<file path="src/rtl/ws2812_frame_sched_if.sv">
// Bundle of frame control, pixel buffer read port and RZ_Code tx handshake.
// The scheduler uses the master modport; buffer, encoder and requester sit on slave.
interface ws2812_frame_sched_if #(
  parameter int ADDR_W = 8
);
  logic              frame_start;
  logic [ADDR_W-1:0] frame_len;
  logic              busy;
  logic              frame_done;
  logic              pix_rd;
  logic [ADDR_W-1:0] pix_addr;
  logic [23:0]       pix_data;
  logic              tx_en;
  logic [23:0]       RGB;
  logic              tx_done;

  modport master (
    input  frame_start, frame_len, pix_data, tx_done,
    output busy, frame_done, pix_rd, pix_addr, tx_en, RGB
  );

  modport slave (
    output frame_start, frame_len, pix_data, tx_done,
    input  busy, frame_done, pix_rd, pix_addr, tx_en, RGB
  );
endinterface

</file>
<file path="src/rtl/ws2812_frame_sched.sv">
// WS2812 frame scheduler: streams frame_len pixels to RZ_Code, then holds the latch gap.
// Optional build macro WS_BRIGHTNESS_EN adds i_brightness and per-byte scaling in LOAD.
module ws2812_frame_sched #(
  parameter int ADDR_W   = 8,
  parameter int CLK_HZ   = 50_000_000,
  parameter int LATCH_US = 300
) (
  input  logic                clk,
  input  logic                rst_n,
`ifdef WS_BRIGHTNESS_EN
  input  logic [7:0]          i_brightness,
`endif
  ws2812_frame_sched_if.master bus
);

  localparam int LATCH_CYC = CLK_HZ / 1_000_000 * LATCH_US;
  localparam int CNT_W     = $clog2(LATCH_CYC + 1);
  localparam logic [CNT_W-1:0] CNT_LOAD = CNT_W'(LATCH_CYC - 1);

  typedef enum logic [2:0] {
    S_IDLE, S_FETCH, S_LOAD, S_SEND, S_WAIT, S_LATCH, S_DONE
  } state_t;

  state_t            r_state;
  logic [ADDR_W-1:0] r_len;
  logic [ADDR_W-1:0] r_idx;
  logic [CNT_W-1:0]  r_cnt;
  logic              r_pix_rd;
  logic [ADDR_W-1:0] r_pix_addr;
  logic              r_tx_en;
  logic [23:0]       r_rgb;
  logic              r_busy;
  logic              r_frame_done;

  logic [23:0]       w_scaled;
  logic [ADDR_W-1:0] w_last;
  logic [ADDR_W-1:0] w_next;

  assign w_last = r_len - ADDR_W'(1);
  assign w_next = r_idx + ADDR_W'(1);

`ifdef WS_BRIGHTNESS_EN
  // brightness+1 keeps 255 as an exact pass-through while 0 blanks the channel
  function automatic logic [7:0] scaleByte(input logic [7:0] c, input logic [7:0] b);
    logic [15:0] p;
    p = {8'd0, c} * ({8'd0, b} + 16'd1);
    return p[15:8];
  endfunction

  assign w_scaled = {scaleByte(bus.pix_data[23:16], i_brightness),
                     scaleByte(bus.pix_data[15:8],  i_brightness),
                     scaleByte(bus.pix_data[7:0],   i_brightness)};
`else
  assign w_scaled = bus.pix_data;
`endif

  always_ff @(posedge clk or negedge rst_n) begin
    if (!rst_n) begin
      r_state      <= S_IDLE;
      r_len        <= '0;
      r_idx        <= '0;
      r_cnt        <= '0;
      r_pix_rd     <= 1'b0;
      r_pix_addr   <= '0;
      r_tx_en      <= 1'b0;
      r_rgb        <= '0;
      r_busy       <= 1'b0;
      r_frame_done <= 1'b0;
    end else begin
      r_pix_rd     <= 1'b0;
      r_tx_en      <= 1'b0;
      r_frame_done <= 1'b0;
      case (r_state)
        S_IDLE: begin
          if (bus.frame_start) begin
            r_len  <= bus.frame_len;
            r_idx  <= '0;
            r_busy <= 1'b1;
            // an empty frame still issues the latch gap so the chain resets
            if (bus.frame_len == '0) begin
              r_cnt   <= CNT_LOAD;
              r_state <= S_LATCH;
            end else begin
              r_pix_rd   <= 1'b1;
              r_pix_addr <= '0;
              r_state    <= S_FETCH;
            end
          end
        end
        S_FETCH: r_state <= S_LOAD;
        S_LOAD: begin
          r_rgb   <= w_scaled;
          r_tx_en <= 1'b1;
          r_state <= S_SEND;
        end
        S_SEND: r_state <= S_WAIT;
        S_WAIT: begin
          if (bus.tx_done) begin
            if (r_idx == w_last) begin
              r_cnt   <= CNT_LOAD;
              r_state <= S_LATCH;
            end else begin
              r_idx      <= w_next;
              r_pix_rd   <= 1'b1;
              r_pix_addr <= w_next;
              r_state    <= S_FETCH;
            end
          end
        end
        S_LATCH: begin
          if (r_cnt == '0) begin
            r_frame_done <= 1'b1;
            r_state      <= S_DONE;
          end else begin
            r_cnt <= r_cnt - CNT_W'(1);
          end
        end
        S_DONE: begin
          r_busy  <= 1'b0;
          r_state <= S_IDLE;
        end
        default: r_state <= S_IDLE;
      endcase
    end
  end

  assign bus.pix_rd     = r_pix_rd;
  assign bus.pix_addr   = r_pix_addr;
  assign bus.tx_en      = r_tx_en;
  assign bus.RGB        = r_rgb;
  assign bus.busy       = r_busy;
  assign bus.frame_done = r_frame_done;

endmodule

</file>
<file path="src/flat_wrapper.sv">
// flat-port wrapper written by rule: the top's interface ports become plain ports
module ws2812_frame_sched_flat 
#(
  parameter int ADDR_W   = 8,
  parameter int CLK_HZ   = 50_000_000,
  parameter int LATCH_US = 300
)
  (clk, rst_n, bus_frame_start, bus_frame_len, bus_pix_data, bus_tx_done, bus_busy, bus_frame_done, bus_pix_rd, bus_pix_addr, bus_tx_en, bus_RGB);
  ws2812_frame_sched_if #(.ADDR_W(ADDR_W)) bus_i ();
  input  logic clk;
  input  logic rst_n;
  input wire logic [$bits(bus_i.frame_start)-1:0] bus_frame_start;
  input wire logic [$bits(bus_i.frame_len)-1:0] bus_frame_len;
  input wire logic [$bits(bus_i.pix_data)-1:0] bus_pix_data;
  input wire logic [$bits(bus_i.tx_done)-1:0] bus_tx_done;
  output wire logic [$bits(bus_i.busy)-1:0] bus_busy;
  output wire logic [$bits(bus_i.frame_done)-1:0] bus_frame_done;
  output wire logic [$bits(bus_i.pix_rd)-1:0] bus_pix_rd;
  output wire logic [$bits(bus_i.pix_addr)-1:0] bus_pix_addr;
  output wire logic [$bits(bus_i.tx_en)-1:0] bus_tx_en;
  output wire logic [$bits(bus_i.RGB)-1:0] bus_RGB;
  assign bus_i.frame_start = bus_frame_start;
  assign bus_i.frame_len = bus_frame_len;
  assign bus_i.pix_data = bus_pix_data;
  assign bus_i.tx_done = bus_tx_done;
  assign bus_busy = bus_i.busy;
  assign bus_frame_done = bus_i.frame_done;
  assign bus_pix_rd = bus_i.pix_rd;
  assign bus_pix_addr = bus_i.pix_addr;
  assign bus_tx_en = bus_i.tx_en;
  assign bus_RGB = bus_i.RGB;
  ws2812_frame_sched #(.ADDR_W(ADDR_W), .CLK_HZ(CLK_HZ), .LATCH_US(LATCH_US)) u_core (.clk(clk), .rst_n(rst_n), .bus(bus_i));
endmodule
</file>
<file path="config.mk">
export PLATFORM = sky130hd
export DESIGN_NAME = ws2812_frame_sched_flat
export DESIGN_NICKNAME = d
export VERILOG_FILES = /design/src/rtl/ws2812_frame_sched_if.sv /design/src/rtl/ws2812_frame_sched.sv /design/src/flat_wrapper.sv
export SDC_FILE = /design/constraint.sdc
export NUM_CORES = 1
export LEC_CHECK = 0
export ABC_AREA = 1
export CORE_MARGIN = 2
export CORE_UTILIZATION = 55
export DETAILED_ROUTE_END_ITERATION = 7
export PLACE_DENSITY = 0.85
export SLEW_MARGIN = 25
export SYNTH_ARGS = -nofsm -noshare
export SYNTH_HDL_FRONTEND = slang
export SYNTH_SLANG_ARGS = --single-unit
</file>
<file path="constraint.sdc">
create_clock -name clk -period 5.8 [get_ports clk]
set_clock_uncertainty 0.2 [all_clocks]
set_input_delay 1.16 -clock clk [delete_from_list [all_inputs] [get_ports clk]]
set_output_delay 1.16 -clock clk [all_outputs]
set_load 0.01 [all_outputs]
</file>
=== After elaboration in Yosys (flattened, before gate mapping) ===
Index checks and enable logic that the tools add are counted.

* Multiplexer cells: 29
* Reduce and logical (&&, ||, !) cells: 12
* Equality and inequality tests: 15
* $add $sub $neg: 3

{| class="wikitable"
|+ Operators by type and width
! operator !! number
|-
| two-way mux 14 bit || 5
|-
| one-hot mux 14 bit (3 select lines) || 1
|-
| two-way mux 8 bit || 5
|-
| one-hot mux 8 bit (2 select lines) || 2
|-
| one-hot mux 3 bit (6 select lines) || 1
|-
| two-way mux 3 bit || 5
|-
| zero test 14 bit || 1
|-
| subtractor 14 x 1 -> 14 bit (second input constant) || 1
|-
| inequality test 2 bit (second input constant) || 5
|-
| == test 3 bit (second input constant) || 3
|-
| adder 8 x 1 -> 8 bit (second input constant) || 1
|-
| == test 8 bit || 1
|-
| zero test 8 bit || 1
|-
| two-way mux 1 bit || 8
|-
| subtractor 8 x 1 -> 8 bit (second input constant) || 1
|-
| == test 3 x 2 -> 1 bit (second input constant) || 2
|-
| inequality test 2 x 1 -> 1 bit (second input constant) || 3
|-
| AND reduction 6 bit || 1
|-
| AND reduction 5 bit || 1
|-
| one-hot mux 1 bit (2 select lines) || 2
|-
| AND reduction 2 bit || 2
|-
| AND reduction 4 bit || 1
|-
| nonzero test 2 bit || 2
|-
| == test 3 x 1 -> 1 bit (second input constant) || 1
|-
| other kinds (3) || 3
|}

* Logic and storage cells: 69
* Input bits: 36
* Output and inout port bits: 36
* Register bits after elaboration: 69

=== Logic depth before layout (Yosys ltp) ===
* Depth in word-level cells: 5
* Depth in mapped cells: 15
* Gate-level depth less buffers: 14

=== Worst setup path after synthesis ===
Ideal clock, no wire load.

* Path type: input to register
* From: in bus_frame_len[7]
* To: reg u_core.r_cnt[8]
* Path buffers: 1
* Setup slack: 3.464 ns
* Stages: 9
* Arrival time: 2.019 ns
* Data required time: 5.483 ns
* Path through: nor2_1 nand2_1 nor2_1 a22oi_1 nor2_2 nand2_4 buf_6 nand2_1 nand2_1

* Word-level cells in the longest chain between the ends: 3

{| class="wikitable"
|+ Ends and longest elaborated chain
! what !! RTL line !! text
|-
| from (decl) || flat_wrapper.sv:13 || <nowiki>input wire logic [$bits(bus_i.frame_len)-1:0] bus_frame_len;</nowiki>
|-
| zero test 8 bit || ws2812_frame_sched.sv:80 || <nowiki>if (bus.frame_len == '0) begin</nowiki>
|-
| inequality test 2 x 1 -> 1 bit (no line) || n/a ||
|-
| AND reduction 6 bit (no line) || n/a ||
|-
| to (signal assigned) || ws2812_frame_sched.sv:115 || <nowiki>r_cnt <= r_cnt - CNT_W'(1);</nowiki>
|-
| to (decl) || ws2812_frame_sched.sv:27 || <nowiki>logic [CNT_W-1:0] r_cnt;</nowiki>
|}

No other way between the ends.
A chain may end at the register's enable or synchronous reset.

=== Worst setup path in the final report ===
* From: in bus_frame_len[7]
* To: reg u_core.r_cnt[7]

The elaborated chain is that of the path after synthesis.

==> results.yml <==
timing:
  setup_ws_ns: 2.88
  setup_viol: 0
  fin_crit_sh_pct: 50.4
  rsz0062_at_grt: "false"
  tightest_slew_ns: 0.740
  fin_setup_tns_ns: 0
  min_period_ns: 2.92
  finalHoldViolCount: 0
  max-slew-margin-rel_pct: 50.4
  slew_violations: 0
  timing.fmax_ghz: 0.342
power_and_ir_drop:
  vdd_drop_max_v: 0.000309
  p_leak_uw: 0.00224
  power.density_nw_per_um2: 460
  power_uw: 2060
clock_network:
  cts_hold_buf: 0
  cts_sinks: 69
  clock_latency_ns: 0.34
  cts_buffer_depth: 2
  cts_tree: "built"
  h-tree-depth: 3
  postCtsSetupBuffers: 0
  path_clk_slew_ns: 0.06
  cts_buffers: 9
  cts_resized: 0
  cts_root_buf: "clkbuf_8"
outcome:
  status: "complete, no violations"
placement:
  place_ws_ns: 2.54
  hpwl_um: 5660
  portBuffers: 71
  gp_congestion: 0.868
worst_setup_path:
  worstSetupPathDepth: 9
  cp-endpoint: "u_core.r_cnt[7]"
  r2r-end: "u_core.r_cnt[7]"
  path_cells: "clkdlybuf4s50_1 -> nor2_1 -> nand2_1 -> nor2_1 -> a22oi_1 -> nor2_2 -> nand2_4 -> nand2_1 -> nand2_1"
  cp-end-kind: "flop"
  r2r_cells: 12
  critPathBufInv: 1
  crit_fanout: 14
  critPathArrivalTime_ns: 2.95
  crit_path_start_kind: "input pin"
  rrSetupSlack_ns: 3.39
  cp_slowest_stage_delay_ns: 0.48
  crit_path_start: "bus_frame_len[7]"
  critPathTopFamily: "simple AND/OR/NAND/NOR gates"
  path_class: "in -> reg"
  cpMaxStageDelayCell: "nor2_2"
  crit_required_ns: 5.82
  timing.rr.start: "u_core.r_cnt[0]"
  cp_common_cell: "nand2_1"
layout:
  syn2layout_area_growth_pct: 27.5
  diodes: 0
  layout_common_cells: "195 x nand2_1, 70 x clkdlybuf4s50_1, 69 x dfrtp_1"
  layout-drive-gt1-share_pct: 5.45
  finalNetCount: 585
  nFillCells: 492
  final_common_cell: "nand2_1"
grt:
  antenna_found_initial: 0
  grt_first_pass_wirelength_um: 13600
  gr-total-overflow: 0
  track_usage_pct: 24.0
  first_global_vias: 3079
  grt_max_degree: 46
drt:
  via_count: 3198
  drc: 0
  vias_per_cell: 5.10
  drtPass1Iterations: 4
  wl_um: 7700
  drtIter0Drc: 177
  postRouteAntennaNets: 0
  wl_per_cell_um: 12.3
die:
  fp.dieArea_um2: 7030
  die_w_um: 83.9
  start_util_pct: 56.2
  num_rows: 29
  die_h_um: 83.9
  ioPinCount: 72
  core_um2: 6240
logic_synthesis:
  synth.distinct_cells: 26
  syn_avg_cell_area_um2: 7.46
  syn-cell-area_um2: 3510
  syn_inst: 470
  synth_seq_area_share_pct: 49.2
  ys_warn_count: 0
  ys_ff_latch: 69
  synth_nets: 509
min_path:
  hp-class: "reg -> reg"
run:
  max-cap-violations: 0
[power by group]
part	internal (uW)	switching [uW]	total [uW]	leakage [uW]
clock network	221	165	385	0.0000968
logic	381	519	900	0.00127
registers	650	124	774	0.000877
[worst register-to-register path: cells and delay by family (launching register included)]
kind	cells	cell delay [ns]
flip-flops	1	0.40
AND/OR/NAND/NOR	10	1.38
adder cells (fa/ha/maj)	1	0.24
buffers and inverters	1	0.06
[synth_stat cells]
library cell | instances | area, um2
dfrtp_1 | 69 | 1730
xnor2_1 | 5 | 43.8
inv_1 | 40 | 150
nand2_1 | 195 | 732
nor2_1 | 44 | 165
inv_2 | 4 | 15.0
nand3b_1 | 1 | 7.51
o21ai_1 | 1 | 5.00
a22oi_1 | 1 | 7.51
buf_4 | 2 | 15.0
ha_1 | 3 | 37.5
xor2_1 | 8 | 70.1
nand4_1 | 8 | 50.1
buf_6 | 1 | 11.3
nor3_1 | 3 | 15.0
clkbuf_1 | 5 | 18.8
nand2_2 | 4 | 25.0
a21oi_1 | 6 | 30.0
or2_2 | 1 | 6.26
nand2_4 | 1 | 11.3
nor2_2 | 4 | 25.0
o21ai_0 | 12 | 60.1
nor2_8 | 1 | 20.0
or2_1 | 2 | 12.5
nand3_1 | 48 | 240
nor4_1 | 1 | 6.26
[how the worst min path moves through the flow]
stage	start	end	slack, ns	cells after the start
final	u_core.bus.RGB[2]	u_core.bus.RGB[2]	0.27	2
after global routing	u_core.bus.RGB[18]	u_core.bus.RGB[18]	0.31	2
after CTS	u_core.bus.RGB[9]	u_core.bus.RGB[9]	0.27	2
after detailed placement	u_core.bus.RGB[9]	u_core.bus.RGB[9]	0.26	2
after global placement	u_core.bus.RGB[9]	u_core.bus.RGB[9]	0.25	2
after floorplan	u_core.r_cnt[12]	u_core.r_cnt[12]	0.26	2
[logic make-up after synthesis]
kind of cell	count (synthesis)	share of synthesized area (%)
AND/OR/NAND/NOR	313	37.5
flip-flops	69	49.2
buffers and inverters	52	5.99
AO/OA/AOI/OAI	20	2.93
XOR/XNOR	13	3.25
adder cells (fa/ha/maj)	3	1.07
[state kept, by name, summed over array words and instances (netlist names)]
register / count
u_core.bus.RGB: 24
u_core.r_cnt: 14
u_core.bus.pix_addr: 8
u_core.r_idx: 8
u_core.r_len: 8
u_core.r_state: 3
u_core.bus.busy: 1
u_core.bus.frame_done: 1
u_core.bus.pix_rd: 1
u_core.bus.tx_en: 1
[per-stage QoR]
step	utilization, %	cell area, um2	hold slack [ns]	instances
after global placement	68.6	4280	0.253	612
after global routing	71.7	4470	0.305	627
after floorplan	-	3510	0.257	470
after CTS	71.7	4470	0.275	627
after detailed placement	68.6	4280	0.258	612
final	71.7	4470	0.271	627
[metal layers]
layer,vias up,track usage (%),part of all wire (%)
li1,1618,-,-
met1,1470,31.2,46
met2,103,38.3,46
met3,7,6.73,7.6
met4,0,9.68,0.96
met5,-,0,0
[final cells by class]
type	instances	area (um2)	area share [%]
Timing Repair Buffer	73	721	16.1
Clock buffer	14	163	3.64
Tap cell	77	96.3	2.15
Inverter	44	165	3.69
Sequential cell	69	1730	38.6
Multi-Input combinational cell	349	1570	35.1
Clock inverter	1	30.0	0.672
Note: power is estimated with default switching activity, not from simulation.
==> RTL edit (same settings) <==
`LATCH_US` is set to 300 in 2 places; all go to 150.
--- a/src/rtl/ws2812_frame_sched.sv
+++ b/src/rtl/ws2812_frame_sched.sv
@@ -3,7 +3,7 @@
 module ws2812_frame_sched #(
   parameter int ADDR_W   = 8,
   parameter int CLK_HZ   = 50_000_000,
-  parameter int LATCH_US = 300
+  parameter int LATCH_US = 150
 ) (
   input  logic                clk,
   input  logic                rst_n,
--- a/src/flat_wrapper.sv
+++ b/src/flat_wrapper.sv
@@ -3,7 +3,7 @@
 #(
   parameter int ADDR_W   = 8,
   parameter int CLK_HZ   = 50_000_000,
-  parameter int LATCH_US = 300
+  parameter int LATCH_US = 150
 )
   (clk, rst_n, bus_frame_start, bus_frame_len, bus_pix_data, bus_tx_done, bus_busy, bus_frame_done, bus_pix_rd, bus_pix_addr, bus_tx_en, bus_RGB);
   ws2812_frame_sched_if #(.ADDR_W(ADDR_W)) bus_i ();
Check against the original RTL: same outputs for any inputs over 10 cycles, from zero or initial values and one cycle with rst_n low; that may be too few to reach the edited logic, so the function may still have changed.
==> RTL edit against the unedited design <==
  * First-iteration DRC count grew 32%
  * Design area shrank 2.1%
  * Setup slack improved by 0.020 ns
  * Sequential power shrank 0.8%
  * Sequential share of layout area rose by 0.24 points
  * Synthesized area fell by 2.6%
  * Sequential cell count shrank 1
  * Critical path depth did not move
  * Total power up 0.45%
  * Routed wire length grew 0.55%
  * Synthesized cell count decreased by 4.9%
  * Critical endpoint unchanged
  * Largest cell class unchanged
  * Largest power group unchanged
==> RTL edit: results (changes against the unedited design) <==
| Metric | Value |
|---|---|
| Vias/cell | 5.17 (+1.4%) |
| Status | completed |
| Internal power | 1.25 mW (-0.35%) |
| Layout cells sized above 1 | 0.0760 (+0.0215) |
| Worst Hold End | u_core.bus.pix_addr[4]$_DFFE_PN0P_ |
| Nets | 560 (-4.3%) |
| Post-Place Worst Slack | 2.53 ns (-0.00624 ns) |
| Hold WS | 0.276 ns (+0.00492 ns) |
| DP HPWL | 5540 um (-2.1%) |
| Reg-to-Reg Start | u_core.r_len[0]$_DFFE_PN0P_ |
| First-pass GRT wire length | 13400 um (-1.7%) |
| Crit-path slowest cell | clkdlybuf4s50_1 |
| Worst Reg2Reg Path Length in Cells | 14 (+2) |
| Cells after DPL | 585 (-4.4%) |
| Area contributors post-synth | dfrtp_1 (50%), nand2_1 (21%), inv_1 (4.3%), nor2_1 (3.6%), nand4_1 (3.5%) |
| Fillers | 474 (-3.7%) |
| Iteration-0 DRC count of the detailed router | 234 (+32%) |
| Routed len/inst | 12.9 um (+4.9%) |
| Worst-Margin Slew | 0.837 ns (+0.0972 ns) |
| Critical Path AT | 2.94 ns (about the same) |
| Final cell count without fillers | 601 (-4.1%) |
| Critical path peak fanout | 15 (+1) |
| R2R setup slack | 3.31 ns (-0.08 ns) |
| Post-route setup slack | 2.90 ns (+0.0199 ns) |
| Net Count, Synth | 486 (-4.5%) |
| Mapped Cells | 447 (-4.9%) |
| Post-route cell area | 4380 um^2 (-2.1%) |
| VDD IR-drop max | 0.000322 V (+4.2%) |
| Post-synthesis sequential area ratio | 0.498 (+0.00602) |
| CP Launch Point | bus_frame_len[3] |
| Largest net degree at the start of global routing | 69 (+50%) |
| Yosys top cell area share | 0.498 (+0.00602) |
| Area after DPL | 4180 um^2 (-2.4%) |
| Hold_sp | u_core.bus.pix_addr[4]$_DFFE_PN0P_ |
==> RTL edit: cell types whose count changed in the layout (fill, tap and decap cells not counted), moves of 3 or more <==
cell / change
inv_2: +3
nand3_1: -26
nand3_2: +3
nand4_1: +11
nor2_1: -11
o21ai_0: +4
xnor2_1: -3
==> RTL edit: area by class of cell <==
cell class,count,share of cell area
inverters,46,0.0394
clock inverters,4,0.0109
clock buffers,12,0.0354
repair buffers,73,0.165
multi-input cells,323,0.340
flip-flops and latches,68,0.389
well taps,75,0.0214
==> RTL edit: kinds of logic (layout without fill, tap and decap cells) <==
group / count (synthesis) / after routing / share of synthesized area
AND/OR/NAND/NOR: 285 / 285 / 0.360
flip-flops: 68 / 68 / 0.498
buffers and inverters: 56 / 135 / 0.0660
AO/OA/AOI/OAI: 26 / 26 / 0.0414
XOR/XNOR: 9 / 9 / 0.0231
adder cells (fa/ha/maj): 3 / 3 / 0.0110
==> RTL edit: worst register-to-register path: cells and delay by family, from the launching register on <==
| family | cells | cell delay (ns) |
|---|---|---|
| simple gates | 11 | 1.37 |
| flops | 1 | 0.38 |
| fa+ha+maj | 1 | 0.32 |
| buf+inv | 2 | 0.12 |
==> RTL edit: power groups by stage <==
stage                     sequential [mW]  clock (mW)  combinational (mW)
after global placement              0.764           0               0.874
after CTS                           0.767       0.405               0.911
after global routing                0.792       0.430                1.03
final                               0.768       0.395               0.905
after detailed placement            0.769           0               0.908
after floorplan                     0.789           0               0.533
==> RTL edit: metal layers <==
layer  up-vias  global-route usage  routed length, um
met2       115               0.406               3630
met4         0               0.110                153
li1       1542                   -                  -
met5         -                   0                  0
met3        14              0.0931                653
met1      1436               0.329               3310
